[config.mk]
export PLATFORM = sky130hd
export DESIGN_NAME = mdu_hilo
export DESIGN_NICKNAME = d
export VERILOG_FILES = /design/src/rtl/mdu_hilo.sv
export SDC_FILE = /design/constraint.sdc
export NUM_CORES = 1
export LEC_CHECK = 0
export CORE_UTILIZATION = 56
export DETAILED_ROUTE_END_ITERATION = 8
export HOLD_SLACK_MARGIN = 0.08
export PLACE_DENSITY = 0.87
export SYNTH_ARGS = -nofsm -noshare
export SYNTH_HDL_FRONTEND = slang
export SYNTH_SLANG_ARGS = --single-unit
[constraint.sdc]
create_clock -name clk -period 6.6 [get_ports clk]
set_input_delay 1.32 -clock clk [delete_from_list [all_inputs] [get_ports clk]]
set_output_delay 1.32 -clock clk [all_outputs]
set_load 0.1 [all_outputs]
[src/rtl/mdu_hilo.sv]
// mdu_hilo: iterative 32-cycle multiply/divide unit that owns the architectural HI/LO registers.
// Define MDU_DIV_EN to build the restoring divider (DIV/DIVU); without it only MULT/MULTU are issued.
module mdu_hilo #(
    parameter int WIDTH = 32
) (
    input  logic             clk,
    input  logic             rst,
    input  logic             start,
    input  logic [1:0]       op,
    input  logic [WIDTH-1:0] a,
    input  logic [WIDTH-1:0] b,
    input  logic             hi_we,
    input  logic             lo_we,
    input  logic [WIDTH-1:0] wd,
    output logic             busy,
    output logic             done,
    output logic [WIDTH-1:0] hi,
    output logic [WIDTH-1:0] lo
);
    localparam int CW = $clog2(WIDTH);

    typedef enum logic [1:0] {
        IDLE = 2'd0,
        RUN  = 2'd1,
        FIN  = 2'd2
    } state_t;

    state_t             state_q;
    logic [CW-1:0]      cnt_q;
    logic [2*WIDTH-1:0] acc_q;
    logic [2*WIDTH-1:0] acc_d;
    logic [WIDTH-1:0]   opb_q;
    logic [WIDTH-1:0]   hi_q;
    logic [WIDTH-1:0]   lo_q;
    logic [WIDTH-1:0]   hi_d;
    logic [WIDTH-1:0]   lo_d;
    logic               negq_q;
    logic               done_q;

    logic               is_signed;
    logic               accept;
    logic [WIDTH-1:0]   abs_a;
    logic [WIDTH-1:0]   abs_b;
    logic [WIDTH:0]     mul_sum;
    logic [2*WIDTH-1:0] prod;
`ifdef MDU_DIV_EN
    logic               is_div_q;
    logic               negr_q;
    logic               dz_q;
    logic [WIDTH:0]     div_sh;
    logic [WIDTH:0]     div_diff;
    logic [WIDTH-1:0]   quo;
    logic [WIDTH-1:0]   rem;
`endif

    // acc_q holds {partial, multiplier} for MULT and {remainder, dividend/quotient} for DIV.
    always_comb begin
        is_signed = ~op[0];
        abs_a     = (is_signed && a[WIDTH-1]) ? -a : a;
        abs_b     = (is_signed && b[WIDTH-1]) ? -b : b;
`ifdef MDU_DIV_EN
        accept    = start;
`else
        accept    = start && !op[1];
`endif
        mul_sum   = {1'b0, acc_q[2*WIDTH-1:WIDTH]} + (acc_q[0] ? {1'b0, opb_q} : '0);
        acc_d     = {mul_sum, acc_q[WIDTH-1:1]};
        prod      = negq_q ? -acc_q : acc_q;
        hi_d      = prod[2*WIDTH-1:WIDTH];
        lo_d      = prod[WIDTH-1:0];
`ifdef MDU_DIV_EN
        div_sh    = acc_q[2*WIDTH-1:WIDTH-1];
        div_diff  = div_sh - {1'b0, opb_q};
        quo       = acc_q[WIDTH-1:0];
        rem       = acc_q[2*WIDTH-1:WIDTH];
        if (is_div_q) begin
            acc_d = {(div_diff[WIDTH] ? div_sh[WIDTH-1:0] : div_diff[WIDTH-1:0]),
                     acc_q[WIDTH-2:0], ~div_diff[WIDTH]};
            // With a zero divisor the remainder path shifts |a| through unchanged, so the
            // sign fix already restores the original a for HI; only LO needs the override.
            hi_d  = negr_q ? -rem : rem;
            lo_d  = dz_q ? '1 : (negq_q ? -quo : quo);
        end
`endif
    end

    always_ff @(posedge clk or posedge rst) begin
        if (rst) begin
            state_q  <= IDLE;
            cnt_q    <= '0;
            acc_q    <= '0;
            opb_q    <= '0;
            negq_q   <= 1'b0;
            done_q   <= 1'b0;
            hi_q     <= '0;
            lo_q     <= '0;
`ifdef MDU_DIV_EN
            is_div_q <= 1'b0;
            negr_q   <= 1'b0;
            dz_q     <= 1'b0;
`endif
        end else begin
            done_q <= 1'b0;
            unique case (state_q)
                IDLE: begin
                    if (hi_we) hi_q <= wd;
                    if (lo_we) lo_q <= wd;
                    if (accept) begin
                        state_q  <= RUN;
                        cnt_q    <= '0;
                        acc_q    <= {{WIDTH{1'b0}}, abs_a};
                        opb_q    <= abs_b;
                        negq_q   <= is_signed & (a[WIDTH-1] ^ b[WIDTH-1]);
`ifdef MDU_DIV_EN
                        is_div_q <= op[1];
                        negr_q   <= is_signed & a[WIDTH-1];
                        dz_q     <= (b == '0);
`endif
                    end
                end
                RUN: begin
                    acc_q <= acc_d;
                    cnt_q <= cnt_q + CW'(1);
                    if (cnt_q == CW'(WIDTH - 1)) state_q <= FIN;
                end
                FIN: begin
                    hi_q    <= hi_d;
                    lo_q    <= lo_d;
                    done_q  <= 1'b1;
                    state_q <= IDLE;
                end
                default: state_q <= IDLE;
            endcase
        end
    end

    assign busy = (state_q != IDLE);
    assign done = done_q;
    assign hi   = hi_q;
    assign lo   = lo_q;

endmodule
Word-level counts from Yosys, hierarchy flattened --
Cells that the tools add are included.
Cells by class: $add $sub $neg 5, eq/ne operators 7, mux-type cells 16, bitwise logic cells 3, reductions and logical operators 13
Operator list (count):
- 32-bit two-way mux | 5
- 64-bit two-way mux | 2
- 32-bit one-hot mux with 2 select lines | 2
- 64-bit one-hot mux with 2 select lines | 1
- 32-bit negator | 2
- 64-bit negator | 1
- 32-bit by 32-bit adder with 33-bit output | 1
- 5-bit one-hot mux with 2 select lines | 1
- 2-bit AND reduction | 5
- 2-bit inequality test (second input constant) | 4
- 2-bit nonzero test | 3
- 5-bit by 1-bit adder with 5-bit output (second input constant) | 1
- 5-bit == test (second input constant) | 1
- 5-bit two-way mux | 1
- 2-bit two-way mux | 2
- 2-bit one-hot mux with 2 select lines | 1
- 1-bit logical AND | 3
- 2-bit by 1-bit == test with 1-bit output (second input constant) | 1
- 2-bit == test (second input constant) | 1
- 2-bit zero test | 1
- 1-bit AND | 1
- 1-bit zero test | 1
- 1-bit two-way mux | 1
- 1-bit inverter | 1
- 1-bit XOR | 1
Storage, ports and cells: flip-flop bits (word level) 169, logic and storage cells 52

Depth between registers and ports, before layout --
Gate-level depths: netlist (run 1).
word-level depth 5, mapped depth 13

Worst setup path after synthesis (run 1) --
Ideal clock, no wire load.
kind input to register, from in b[6], to reg opb_q[29], arrival 3.385 ns, data required time 6.471 ns, slack 3.086 ns, cell stages on the path 8, path buffers 1, path through or3_1 clkbuf_1 nor3_2 nand3_1 or4_1 o41ai_1 xor2_1 o21ai_1
On the way: longest elaborated chain between the ends 2
Ends and longest elaborated chain:
- start, declared | RTL line 11 | input logic [WIDTH-1:0] b,
- 32-bit negator | RTL line 60 | abs_b = (is_signed && b[WIDTH-1]) ? -b : b;
- 32-bit two-way mux | RTL line 60
- end signal, assigned | RTL line 112 | opb_q <= abs_b;
- end, declared | RTL line 32 | logic [WIDTH-1:0] opb_q;
No other way between the ends. A chain may end at the register's enable or synchronous reset.

Final worst setup path (run 1) --
from in b[0], to reg opb_q[28]
Same word-level chain as after synthesis.

==> results.ini, run 1 <==
[global_route]
grt_pass1_vias = 10700
antenna_found_initial = 0
overflow = 0
track_usage_pct = 33.4
grt_max_degree = 104
grt_pass1_wl_mm = 56.4

[floorplan]
fp.dieH_um = 146
dieArea_um2 = 21300
start_util_pct = 57.1
die_x_um = 146
row_count = 52
ioPinCount = 169
core_area_um2 = 20300

[routing]
first_pass_iters = 6
routed-via-count = 11600
drcViolationCount = 0
viasPerCell = 6.49
wl_per_cell_um = 19.7
antenna_left = 0
drt_iter0_drc = 1425
wl_mm = 35.3

[clocking]
ctsHtreeMaxLevel = 4
cts_root_buf = clkbuf_16
cts_resized = 0
clk_pin_slew_worst_paths_ps = 60
tritoncts = yes
clkLatencyLatePin_ps = 440
cts_post_setup_buffers_inserted = 0
cts_made_buffers = 17
clock-sinks = 169
cts_buffer_depth = 2
hold_buffers = 0

[logic_synthesis]
yosysMostFrequentCell = o21ai_0
synth_edf_count = 0
yosys-mux-area-fraction_pct = 2.24
synth_compound_area_share_pct = 25.3
syn-cell-area_um2 = 11600
ys_top_cells_by_area = dfrtp_1 36%, o21ai_0 7.6%, nand2_1 5.0%
synth-main-ff-cell = dfrtp_1
yosysTopAreaCell = dfrtp_1
synth-seq-cells = 169
synthCells = 1391
synth_simple_gate_area_share_pct = 20.5
synthXorXnorAreaFrac_pct = 7.70
synth_top_family_by_area = compound AO/OA/AOI/OAI gates
avgSynthCellArea_um2 = 8.34
seq_area_frac_synth_pct = 36.5
synth_nets = 1532
synth_top_cell_area_share_pct = 36.5
synth_cell_type_count = 72
synth_commonest_cells = 177 x o21ai_0, 169 x dfrtp_1, 154 x nand2_1
yosys_warnings = 0
async_flop_share_pct = 100
synth_fa_ha_area_share_pct = 4.16

[place]
dpl_cell_area_um2 = 13400
dp_cells = 1759
pre_cts_ws_ps = 2290
io_buffers = 168
gp_congestion = 0.931
hpwl_mm = 26.0

[timing]
final_max_slew_viol_count = 0
rsz0062_at_grt = false
setup_slack_ps = 2750
slew_headroom_pct = 12.2
setup_violations = 0
fmax_mhz = 260
worst_pin_slew_ps = 1310
finalCritPeriodShare_pct = 58.3
final-hold-violation-count = 0
hold_slack_ps = 472
finClkSkew_ps = 12.1
finalSetupTns_ps = 0
min_period_ps = 3850

[layout]
postLayoutCellArea_um2 = 14100
fin_cells = 1789
antenna_cells = 0
drive_gt1_share_pct = 4.54
area_growth_pct = 21.3
fin_nets = 1649
fillCellCount = 1625
final_util_pct = 69.3

[setup_path]
end_kind = register
worst_ep_arrival_time_ps = 4190
path_class = input pin to register
cp-start-kind = input pin
crit_fanout = 5
required_ps = 6940

[power]
vdd_drop_max_v = 0.000266
leakagePower_nw = 5.63
power_per_cell_area_nw_per_um2 = 564
p_total_mw = 7.93

[status]
status = complete, no violations

[flow_run]
drv_cap = 0

[worst_hold_path]
hold_path_class = register to register

==> cells in the final DEF (no fill, tap or decap), drive strengths merged, types with 20 or more instances in the layout <==
master           n
inv             29
xor2            58
o21ai          180
dfrtp          169
a22oi           30
nor4            20
nor2           105
and2            33
clkdlybuf4s50  168
nor3            31
xnor2           44
a21oi           90
or3             21
nand3           34
ha              37
nand2          154
mux2i           26
==> registers in the layout (all words and copies together), names as in the netlist <==
register  count
acc_q        64
cnt_q         5
done          1
hi           32
lo           32
negq_q        1
opb_q        32
state_q       2
==> cells by family after synthesis <==
| group | Yosys count |
|---|---|
| simple gates | 474 |
| mux | 26 |
| fa+ha+maj | 38 |
| xor+xnor | 102 |
| buf+inv | 113 |
| flops | 169 |
| compound gates | 469 |
==> critical path: stages <==
cell and delay [ps]:
clkdlybuf4s50_1 440, inv_1 90, ha_1 180, nor3b_1 560
nor2b_1 280, nand3_1 160, nor4_1 630, a21oi_1 180
xnor2_1 160, o21ai_0 200
==> cell type report <==
type / count / area (µm²) / area share (%)
clock inverter: 11 / 173 / 1.23
tap: 270 / 338 / 2.40
inverter: 29 / 114 / 0.809
clock buffer: 19 / 453 / 3.22
multi-input combinational: 1109 / 6970 / 49.6
timing repair buffer: 182 / 1790 / 12.7
sequential: 169 / 4230 / 30.1
==> layer usage <==
| layer | wire, µm | vias to the layer above | GRT usage (%) |
|---|---|---|---|
| met5 | 0 | - | 0 |
| met3 | 3410 | 101 | 5.67 |
| met2 | 15800 | 659 | 51.9 |
| met4 | 1630 | 0 | 16.5 |
| met1 | 14400 | 5483 | 45.3 |
| li1 | - | 5359 | - |
==> where the power goes <==
part           switching [mW]  total [mW]  internal [mW]  leakage [nW]
Sequential              0.629        2.18           1.55          2.06
Clock                   0.421        1.07          0.650         0.305
Combinational            3.20        4.68           1.49          3.27
==> worst paths after layout <==
check	from	endpoint	slack [ps]	cells after the start
setup / recovery	b[0]	opb_q[28]	2750	10
hold / removal	opb_q[11]	opb_q[11]	470	2
setup reg to reg	acc_q[0]	acc_q[60]	3190	10
hold reg to reg	opb_q[11]	opb_q[11]	470	2
max in group asynchronous	rst	hi[3]	3970	3
min in group asynchronous	rst	lo[10]	1400	2
Note: power is estimated with default switching activity, not from simulation.
==> run 2, diff against run 1 <==
- CORE_UTILIZATION: 56 -> 50
- PLACE_DENSITY: 0.87 -> 0.82
- clock period: 6.6 -> 3.3 ns (I/O delays scaled with it)
==> results.ini, run 2 (synthesis gave the netlist of run 1 again) <==
[status]
status = complete, no violations

[clocking]
hold_buffers = 0  ; unchanged
clk_pin_slew_worst_paths_ps = 70  ; about the same
cts_buffer_depth = 2  ; unchanged
cts_resized = 0  ; unchanged
ctsHtreeMaxLevel = 4  ; unchanged
clkLatencyLatePin_ps = 440  ; about the same
clock-sinks = 169  ; unchanged
cts_root_buf = clkbuf_16
cts_made_buffers = 17  ; unchanged
cts_post_setup_buffers_inserted = 0  ; unchanged
tritoncts = yes

[timing]
final_max_slew_viol_count = 0  ; unchanged
setup_violations = 0  ; unchanged
finClkSkew_ps = 11.3  ; -0.797 ps
slew_headroom_pct = 33.7  ; +22 points
setup_slack_ps = 140  ; -2610 ps
hold_slack_ps = 474  ; +2.27 ps
fmax_mhz = 316
finalCritPeriodShare_pct = 95.8
rsz0062_at_grt = false
min_period_ps = 3160
final-hold-violation-count = 0  ; unchanged
worst_pin_slew_ps = 990  ; -315 ps

[place]
io_buffers = 168  ; unchanged
gp_congestion = 0.963  ; +3.4%
hpwl_mm = 27.9  ; +7.3%
pre_cts_ws_ps = -22.4  ; -2310 ps

[worst_hold_path]
hold_path_class = register to register
min_from = opb_q[22]

[setup_path]
path_class = register to register
cp-start-kind = register
worst_ep_arrival_time_ps = 3540  ; -650 ps
worstReg2RegStart = acc_q[0]
end_kind = register
required_ps = 3680  ; -3260 ps
startpoint = acc_q[0]
crit_fanout = 11  ; +6

[routing]
first_pass_iters = 5  ; -1
drcViolationCount = 0  ; unchanged
viasPerCell = 6.28  ; -3.1%
antenna_left = 0  ; unchanged
drt_iter0_drc = 1215  ; -15%
wl_per_cell_um = 19.6  ; -0.82%
routed-via-count = 11700  ; +0.95%
wl_mm = 36.5  ; +3.3%

[layout]
antenna_cells = 0  ; unchanged
fillCellCount = 1948  ; +20%
drive_gt1_share_pct = 12.3  ; +7.8 points
area_growth_pct = 23.9
fin_nets = 1707  ; +3.5%
final_cell_mix = 177 x o21ai_0, 169 x dfrtp_1, 154 x nand2_1, 136 x buf_4, 104 x nor2_1
largest_register_ffs = 64  ; unchanged
top_register = acc_q
final_common_cell = o21ai_0

[global_route]
antenna_found_initial = 0  ; unchanged
grt_max_degree = 70  ; -33%
grt_pass1_wl_mm = 58.6  ; +4.0%
track_usage_pct = 31.2  ; -2.3 points
grt_pass1_vias = 11000  ; +2.9%
overflow = 0  ; unchanged

[power]
p_switching_mw = 8.68  ; +100%
pwr-share-clk_pct = 13.3  ; -0.2 points
leakagePower_nw = 5.99  ; +6.3%
sw_frac_of_total_pct = 54.0  ; +0.51 points
seqPwrFrac_pct = 26.9  ; -0.5 points
vdd_drop_max_v = 0.000727  ; +170%
p_int_mw = 7.38  ; +100%
power_per_cell_area_nw_per_um2 = 1120  ; +98%
power_frac_comb_pct = 59.7  ; +0.6 points

[floorplan]
dieArea_um2 = 23800  ; +12%
ioPinCount = 169  ; unchanged
die_x_um = 154  ; +5.7%
core_area_um2 = 22700  ; +12%
fp.dieH_um = 154  ; +5.7%
start_util_pct = 51.1  ; -6.1 points
row_count = 55  ; +5.8%

[flow_run]
drv_cap = 0  ; unchanged

[run 2: changes by cell type in the layout (fill, tap and decap cells not counted), moves of 2 or more]
cell	previous run	this run
inv_6	1	5
buf_12	0	2
clkbuf_8	2	0
clkdlybuf4s50_1	168	102
buf_4	14	136
[run 2: power by group through the flow]
| stage | combinational [mW] | sequential (mW) | clock (mW) |
|---|---|---|---|
| after floorplan | 4.47 | 6.53 | 0 |
| after detailed placement | 9.42 | 4.31 | 0 |
| after CTS | 9.47 | 4.28 | 2.14 |
| after global placement | 9.22 | 4.26 | 0 |
| after global routing | 10.3 | 4.44 | 2.24 |
| final | 9.59 | 4.33 | 2.14 |
[run 2: per-stage QoR]
step	power, mW	TNS, ps	cells	utilization, %	instance area [µm²]
after floorplan	11.0	0	1391	-	11600
after global placement	13.5	0	1832	60.6	13800
after detailed placement	13.7	-36.8	1832	60.6	13800
after CTS	15.9	0	1864	63.3	14400
after global routing	17.0	0	1864	63.3	14400
final	16.1	0	1864	63.3	14400
[run 2: critical path, cell delays in order, from the launching register on]
cell and delay [ps]:
dfrtp_1 450, buf_4 200, and2_1 170, ha_1 360
nand2_1 120, nor3_1 190, o21ai_0 150, a211oi_1 530
nor4_1 130, buf_4 180, or4_1 510, nand4_1 100
[run 2: area by class of cell]
cell class / instances / area [µm²] / share of cell area [%]
Clock buffer: 17 / 425 / 2.96
Clock inverter: 15 / 189 / 1.31
Inverter: 29 / 113 / 0.784
Multi-Input combinational cell: 1109 / 6970 / 48.5
Sequential cell: 169 / 4230 / 29.4
Tap cell: 285 / 357 / 2.48
Timing Repair Buffer: 240 / 2080 / 14.5
[run 2: metal layers]
layer  track usage [%]  vias to the layer above  part of all wire, %
met5                 0                        -                    0
met4              12.9                        0                  3.6
met3              4.93                       89                  8.1
met2              49.2                      607                   45
met1              42.8                     5571                   43
li1                  -                     5445                    -
[run 2: final timing paths]
kind                             end  slack [ps]  cells after the start
min in group asynchronous  acc_q[15]         530                      2
max in group asynchronous  acc_q[44]        2000                      3
setup reg to reg           acc_q[58]         140                     11
hold reg to reg            opb_q[22]         470                      2
setup / recovery           acc_q[58]         140                     11
hold / removal             opb_q[22]         470                      2
==> run 3, diff against run 2 <==
- GPL_ROUTABILITY_DRIVEN: default -> 0
- clock period: 3.3 -> 2.6 ns (I/O delays scaled with it)
==> results.ini, run 3 (synthesis gave the netlist of run 1 again) <==
[status]
status = finished, violations left
failed_checks = setup timing

[floorplan]
start_util_pct = 51.1  ; unchanged
die_x_um = 154  ; unchanged
row_count = 55  ; unchanged
ioPinCount = 169  ; unchanged
dieArea_um2 = 23800  ; unchanged
fp.dieH_um = 154  ; unchanged
core_area_um2 = 22700  ; unchanged

[timing]
final-hold-violation-count = 0  ; unchanged
finalCritPeriodShare_pct = 122  ; +26 points
worst_pin_slew_ps = 978  ; -12.6 ps
fmax_mhz = 316  ; about the same
final_max_slew_viol_count = 0  ; unchanged
setup_violations = 50  ; +50
min_period_ps = 3160  ; +1.57 ps
rsz0062_at_grt = true
hold_slack_ps = 383  ; -91.3 ps
slew_headroom_pct = 34.6  ; +0.85 points
setup_slack_ps = -561  ; -702 ps
finClkSkew_ps = 8.60  ; -2.75 ps

[place]
dpl_cell_area_um2 = 15100  ; +10%
hpwl_mm = 29.6  ; +6.2%
io_buffers = 168  ; unchanged
pre_cts_ws_ps = -595  ; -573 ps

[setup_path]
worst_r2r_endpoint = acc_q[53]
end_kind = register
worst_ep_arrival_time_ps = 3470  ; -70 ps
crit_fanout = 3  ; -8
required_ps = 2910  ; -770 ps
rr_worst_depth = 12  ; +1
endpoint = acc_q[53]
startpoint = opb_q[0]
path_class = register to register
r2r_slack_ps = -560  ; -700 ps
worstReg2RegStart = opb_q[0]
cp-start-kind = register

[layout]
postLayoutCellArea_um2 = 17000  ; +18%
top_register = acc_q
fin_nets = 1886  ; +10%
area_growth_pct = 46.3
drive_gt1_share_pct = 30.1  ; +18 points
antenna_cells = 0  ; unchanged
final_common_cell = buf_4
final_cell_mix = 298 x buf_4, 169 x dfrtp_1, 143 x nand2_1, 138 x o21ai_0, 102 x clkdlybuf4s50_1
largest_register_ffs = 64  ; unchanged

[global_route]
antenna_found_initial = 0  ; unchanged
track_usage_pct = 34.6  ; +3.4 points
grt_max_degree = 73  ; +4.3%
grt_pass1_vias = 12300  ; +12%
grt_pass1_wl_mm = 64.7  ; +10%
overflow = 0  ; unchanged

[routing]
drcViolationCount = 0  ; unchanged
wl_per_cell_um = 23.2  ; +19%
first_pass_iters = 8  ; +3
drt_iter0_drc = 2157  ; +78%
wl_mm = 47.5  ; +30%
antenna_left = 0  ; unchanged
routed-via-count = 13800  ; +18%
viasPerCell = 6.75  ; +7.4%

[power]
vdd_drop_max_v = 0.00110  ; +51%
leakagePower_nw = 7.07  ; +18%
power_per_cell_area_nw_per_um2 = 1440  ; +29%

[clocking]
clkLatencyLatePin_ps = 450  ; about the same
ctsHtreeMaxLevel = 4  ; unchanged
clock-sinks = 169  ; unchanged
cts_buffer_depth = 2  ; unchanged
cts_root_buf = clkbuf_16
cts_made_buffers = 17  ; unchanged
clk_pin_slew_worst_paths_ps = 80  ; about the same
tritoncts = yes

[worst_hold_path]
hold_path_class = input pin to async pin

[flow_run]
drv_cap = 0  ; unchanged

## run 3: changes by cell type in the layout (fill, tap and decap cells not counted), moves of 11 or more
cell	change
o21ai_2	+11
o21ai_0	-39
o21ai_1	+27
buf_4	+162
a21oi_1	-14
nor3_1	-12
buf_6	+15
ha_1	-21
a21oi_2	+12
nand2_1	-11
ha_4	+20
## run 3: timing repair
item	CTS	global route
hold endpoints to repair	0	0
hold buffers	0	0
endpoints found under the setup margin	58	74
pin swaps	23	81
cloned	0	0
gates resized for setup	75	159
setup buffers	10	8
## run 3: worst min-delay path by stage
stage              start  slack [ps]   endpoint  cells after the start
5_1_grt              rst         410     lo[16]                      2
3_5_place_dp    opb_q[7]         460   opb_q[7]                      2
3_3_place_gp   opb_q[10]         450  opb_q[10]                      2
6_report             rst         380     lo[17]                      2
2_1_floorplan  opb_q[10]         440  opb_q[10]                      2
4_1_cts              rst         390     lo[17]                      2
## run 3: area by class of cell
class                   count  area [µm²]
multi-input cells        1109        8180
flip-flops and latches    169        4230
well taps                 285         357
fillers                  1389        5740
repair buffers            419        3510
clock inverters            15         161
inverters                  29         113
clock buffers              17         425
## run 3: power by group
group,switching [mW],internal (mW)
sequential,1.21,3.93
clock,1.28,1.28
combinational,10.8,5.88
## run 3: layer usage
metal  vias up  share of wire (%)  global-route usage, %  wire length (µm)
li1       5832                  -                      -                 -
met3       350                 12                   6.72              5690
met4         0                8.3                   19.0              3920
met5         -                  0                      0                 0
met2      1173                 44                   55.5             20900
met1      6438                 36                   44.0             17000
## run 3: critical path, stage by stage, from the launching register on
cell	delay, ps
dfrtp_1	490
and2_4	220
ha_4	130
inv_2	40
fa_2	350
nand2b_4	150
a21o_1	190
a311o_2	410
a31oi_4	260
buf_6	130
buf_6	110
a311oi_4	120
o41ai_2	410
## run 3: through the flow
step / util [%] / std cells / total power [mW] / TNS [ps]
CTS: 71.1 / 2036 / 22.1 / -2500
global route: 74.7 / 2043 / 25.2 / -11420
detailed placement: 66.6 / 1994 / 19.0 / -13490
floorplan: - / 1391 / 14.1 / -13070
global placement: 66.6 / 1994 / 18.5 / -10310
finish: 74.7 / 2043 / 24.4 / -8020
==> RTL change 1: new RTL, settings of run 2 <==
Make the reset (`rst`) synchronous in one clocked block.
--- a/src/rtl/mdu_hilo.sv
+++ b/src/rtl/mdu_hilo.sv
@@ -84,7 +84,7 @@
 `endif
     end
 
-    always_ff @(posedge clk or posedge rst) begin
+    always_ff @(posedge clk) begin
         if (rst) begin
             state_q  <= IDLE;
             cnt_q    <= '0;
Formal check against the unedited RTL: differs if rst is asserted again (counterexample within 4 cycles, from zero or initial values and one cycle with rst high); with rst held inactive, the same outputs for 10 cycles.
==> RTL change 1 against run 2 <==
The run now ends with setup timing left; clock skew up 0.00099 ns; count of clock-buffer cells in the layout increased by 1; setup slack got worse by 0.29 ns; final area shrank 4.0%; sequential cell count unchanged; routed wire length down 5.6%; highest routed layer unchanged; synthesized cell count grew 2.6%; via count decreased by 2.6%; area after synthesis fell by 5.8%.
Power is not compared: it rests on default switching activity, and its combinational part moved more than twofold at a synthesized area within 25%.
==> RTL change 1: results (changes against run 2) <==
- Multi-input gates: 1137 (+2.5%)
- Setup violations, final: 5 (+5)
- Layout clock area frac: 4.34% (+0.068 points)
- Commonest cells post-synth: dfxtp_1, nor2_1, a21oi_1
- First-pass GRT wire length: 53200 um (-9.4%)
- Met3 Resource Use GR: 4.66% (-0.27 points)
- Setup WS pre-CTS: -0.359 ns (-0.336 ns)
- Synth area leaders: dfxtp_1, a21oi_1, xor2_1
- Gp weighted congestion: 0.974 (+1.1%)
- Filler cells: 1853 (-4.9%)
- Inst Count DP: 1856 (+1.3%)
- DP Wirelength: 26300 um (-5.8%)
- Global Route met2 Usage: 47.2% (-2.0 points)
- Layout Nets: 1742 (+2.1%)
- Synth Area in Compound Gates: 27.5% (+2.3 points)
- Logic inverters: 26 (-10%)
- Reg area: 3390 sq um (-20%)
- Setup ws final: -0.147 ns (-0.287 ns)
- Fraction of area in multi-input gates: 52.3% (+3.7 points)
- Routed len/inst: 18.2 um (-6.8%)
- Clock skew: 0.0123 ns (+0.000987 ns)
- GRT Overall Usage: 30.0% (-1.1 points)
- Largest net degree at the start of global routing: 94 (+34%)
- Violated checks: setup timing
- CP max FO: 4 (-7)
- Adder-cell share of the synthesized area: 4.42% (+0.26 points)
- Outcome: complete, but fails checks
- Vias: 11.4k (-2.6%)
- Xor/xnor share of the synthesized area: 10.9% (+3.2 points)
- Layout area overhead: 26.4%
- Syn Inst Count: 1427 (+2.6%)
- Clock buffers: 18 (+1)
[RTL change 1: cell count changes in the layout (fill, tap and decap cells not counted), sizes merged, moves of 18 or more]
| cell | before | now |
|---|---|---|
| a211oi | 13 | 63 |
| nor2 | 105 | 166 |
| o21ai | 180 | 79 |
| mux2i | 26 | 2 |
| a21oi | 90 | 149 |
| dfxtp | 0 | 169 |
| xor2 | 58 | 76 |
| dfrtp | 169 | 0 |
| nand2 | 154 | 128 |
[RTL change 1: worst paths after layout]
check / start / to / slack [ns] / cells past startpoint
worst max register to register: acc_q[14] / hi[26] / -0.15 / 9
worst min register to register: opb_q[0] / opb_q[0] / 0.46 / 2
worst min-delay path: opb_q[0] / opb_q[0] / 0.46 / 2
worst max-delay path: acc_q[14] / hi[26] / -0.15 / 9
[RTL change 1: timing repair]
item                       CTS  global route
resized for setup            3            30
setup endpoints to repair    9            26
pin swaps                    2            10
buffers inserted             1             0
gates cloned                 0             0
==> RTL change 2: new RTL, flow settings as in run 2 <==
Without the edit above. Set the parameter `WIDTH` to 16 (it was 32).
--- a/src/rtl/mdu_hilo.sv
+++ b/src/rtl/mdu_hilo.sv
@@ -1,7 +1,7 @@
 // mdu_hilo: iterative 32-cycle multiply/divide unit that owns the architectural HI/LO registers.
 // Define MDU_DIV_EN to build the restoring divider (DIV/DIVU); without it only MULT/MULTU are issued.
 module mdu_hilo #(
-    parameter int WIDTH = 32
+    parameter int WIDTH = 16
 ) (
     input  logic             clk,
     input  logic             rst,
Interface: changed (5 resized); port bits go from 169 to 89. No check against the original RTL was run, so the function may have changed too.
==> RTL change 2 against run 2 <==
Routed wire length decreased by 59%; final area shrank 52%; area after synthesis shrank 50%; setup slack improved by 0.28 ns; power fell by 53%; sequential cell count is 81 lower; critical path type unchanged; critical endpoint is now acc_q[29].
==> RTL change 2: results (changes against run 2) <==
- Outcome: finished clean
- Syn nets: 742 (-52%)
- CP max FO: 20 (+9)
- First-pass GRT wire length: 24200 um (-59%)
- Routed len/inst: 16.9 um (-14%)
- Met1 WL: 6470 um (-59%)
- Commonest cells post-synth: dfrtp_1, o21ai_0, nand2_1
- Largest net degree at the start of global routing: 61 (-13%)
- Hold depth: 2 (unchanged)
- Largest stage delay, worst path: 0.70 ns (+0.17 ns)
- Fin cells: 877 (-53%)
- Worst vdd ir: 0.000959 V (+32%)
- Pleak: 0.00289 uW (-52%)
- Slowest-stage cell, CP: dfrtp_1
- Netlist cell types: 56 (-22%)
- Critical path's top delay family: compound AO/OA/AOI/OAI gates
- Post-CTS Setup Bufs: 0 (unchanged)
- Ys async rst share: 100% (unchanged)
- Max Used Layer: met4
- Resize count post-CTS: 0 (unchanged)
- Clock skew: 0.00717 ns (-0.00418 ns)
- End point of the critical path: acc_q[29]
- Min-delay src: opb_q[5]
- Routed wl met3: 1050 um (-65%)
- Met3 Resource Use GR: 4.03% (-0.90 points)
- Share of post-route cells with drive strength above 1: 10.3% (-2.0 points)
- Final critical-path required period: 2.88 ns (-0.283 ns)
- Layout Nets: 808 (-53%)
- Worst r2r path cells: 10 (-1)
- Antenna violations before repair: 0 (unchanged)
- Vias in the first global route: 5045 (-54%)
- Gp weighted congestion: 0.939 (-2.6%)
- Setup WS pre-CTS: 0.433 ns (+0.456 ns)
- Insertion delay to the later sink of the worst-skew pair: 0.34 ns (-0.10 ns)
- CP arrival: 3.13 ns (-0.41 ns)
- Inst Count DP: 861 (-53%)
- Num CTS Buffers: 9 (-8)
- IO Port Bufs: 88 (-48%)
- Internal power: 3500 uW (-53%)
- Max reg flops: 32 (-50%)
- CTS root buffer: clkbuf_16
- Vias/cell: 6.15 (-2.1%)
- Met2 WL: 6760 um (-59%)
- Fin Hold WS: 0.471 ns (-0.00303 ns)
- Met1 Resource Use GR: 34.4% (-8.3 points)
- Share of the yosys chip area belonging to registers: 38.2% (+1.7 points)
- Min-Delay Path Class: flop to flop
- Die X: 109 um (-29%)
- Reg2Reg Setup Slack: 0.42 ns (+0.28 ns)
- GRT Overall Usage: 25.9% (-5.3 points)
- Synth area leaders: dfrtp_1, o21ai_0, xor2_1
- Area of placed instances: 6640 sq um (-52%)
- Hold EP: opb_q[5]
- Syn Inst Count: 666 (-52%)
- DP Wirelength: 11200 um (-60%)
- H-tree level count: 3 (-1)
- Max_slew headroom: 28.6% (-5.1 points)
- Global Route met2 Usage: 41.9% (-7.3 points)
- DR iter-0 viols: 424 (-65%)
## RTL change 2: changes by cell type in the layout (fill, tap and decap cells not counted), sizes merged, moves of 59 or more
cell	run 2	this run
a21oi	90	31
dfrtp	169	88
o21ai	180	76
nor2	105	34
nand2	154	75
buf	138	44
## RTL change 2: kinds of logic after synthesis
logic type	after synthesis	share of synthesized area, %
simple gates	241	21.3
compound gates	195	21.8
flops	88	38.2
buf+inv	58	4.29
xor+xnor	54	8.20
fa+ha+maj	21	4.68
mux	9	1.58
## RTL change 2: power groups by stage
stage / logic, uW / registers, uW / clock network [uW]
after floorplan: 2130 / 3320 / 0
after global placement: 4090 / 2210 / 0
after detailed placement: 4220 / 2250 / 0
after CTS: 4240 / 2230 / 972
after global routing: 4600 / 2330 / 1020
final: 4260 / 2250 / 964
## RTL change 2: final cells by class
class	instances	area (sq um)
fillers	930	4110
well taps	140	175
repair buffers	98	883
multi-input cells	520	3320
clock buffers	11	243
flip-flops and latches	88	2200
inverters	15	57.6
clock inverters	5	38.8
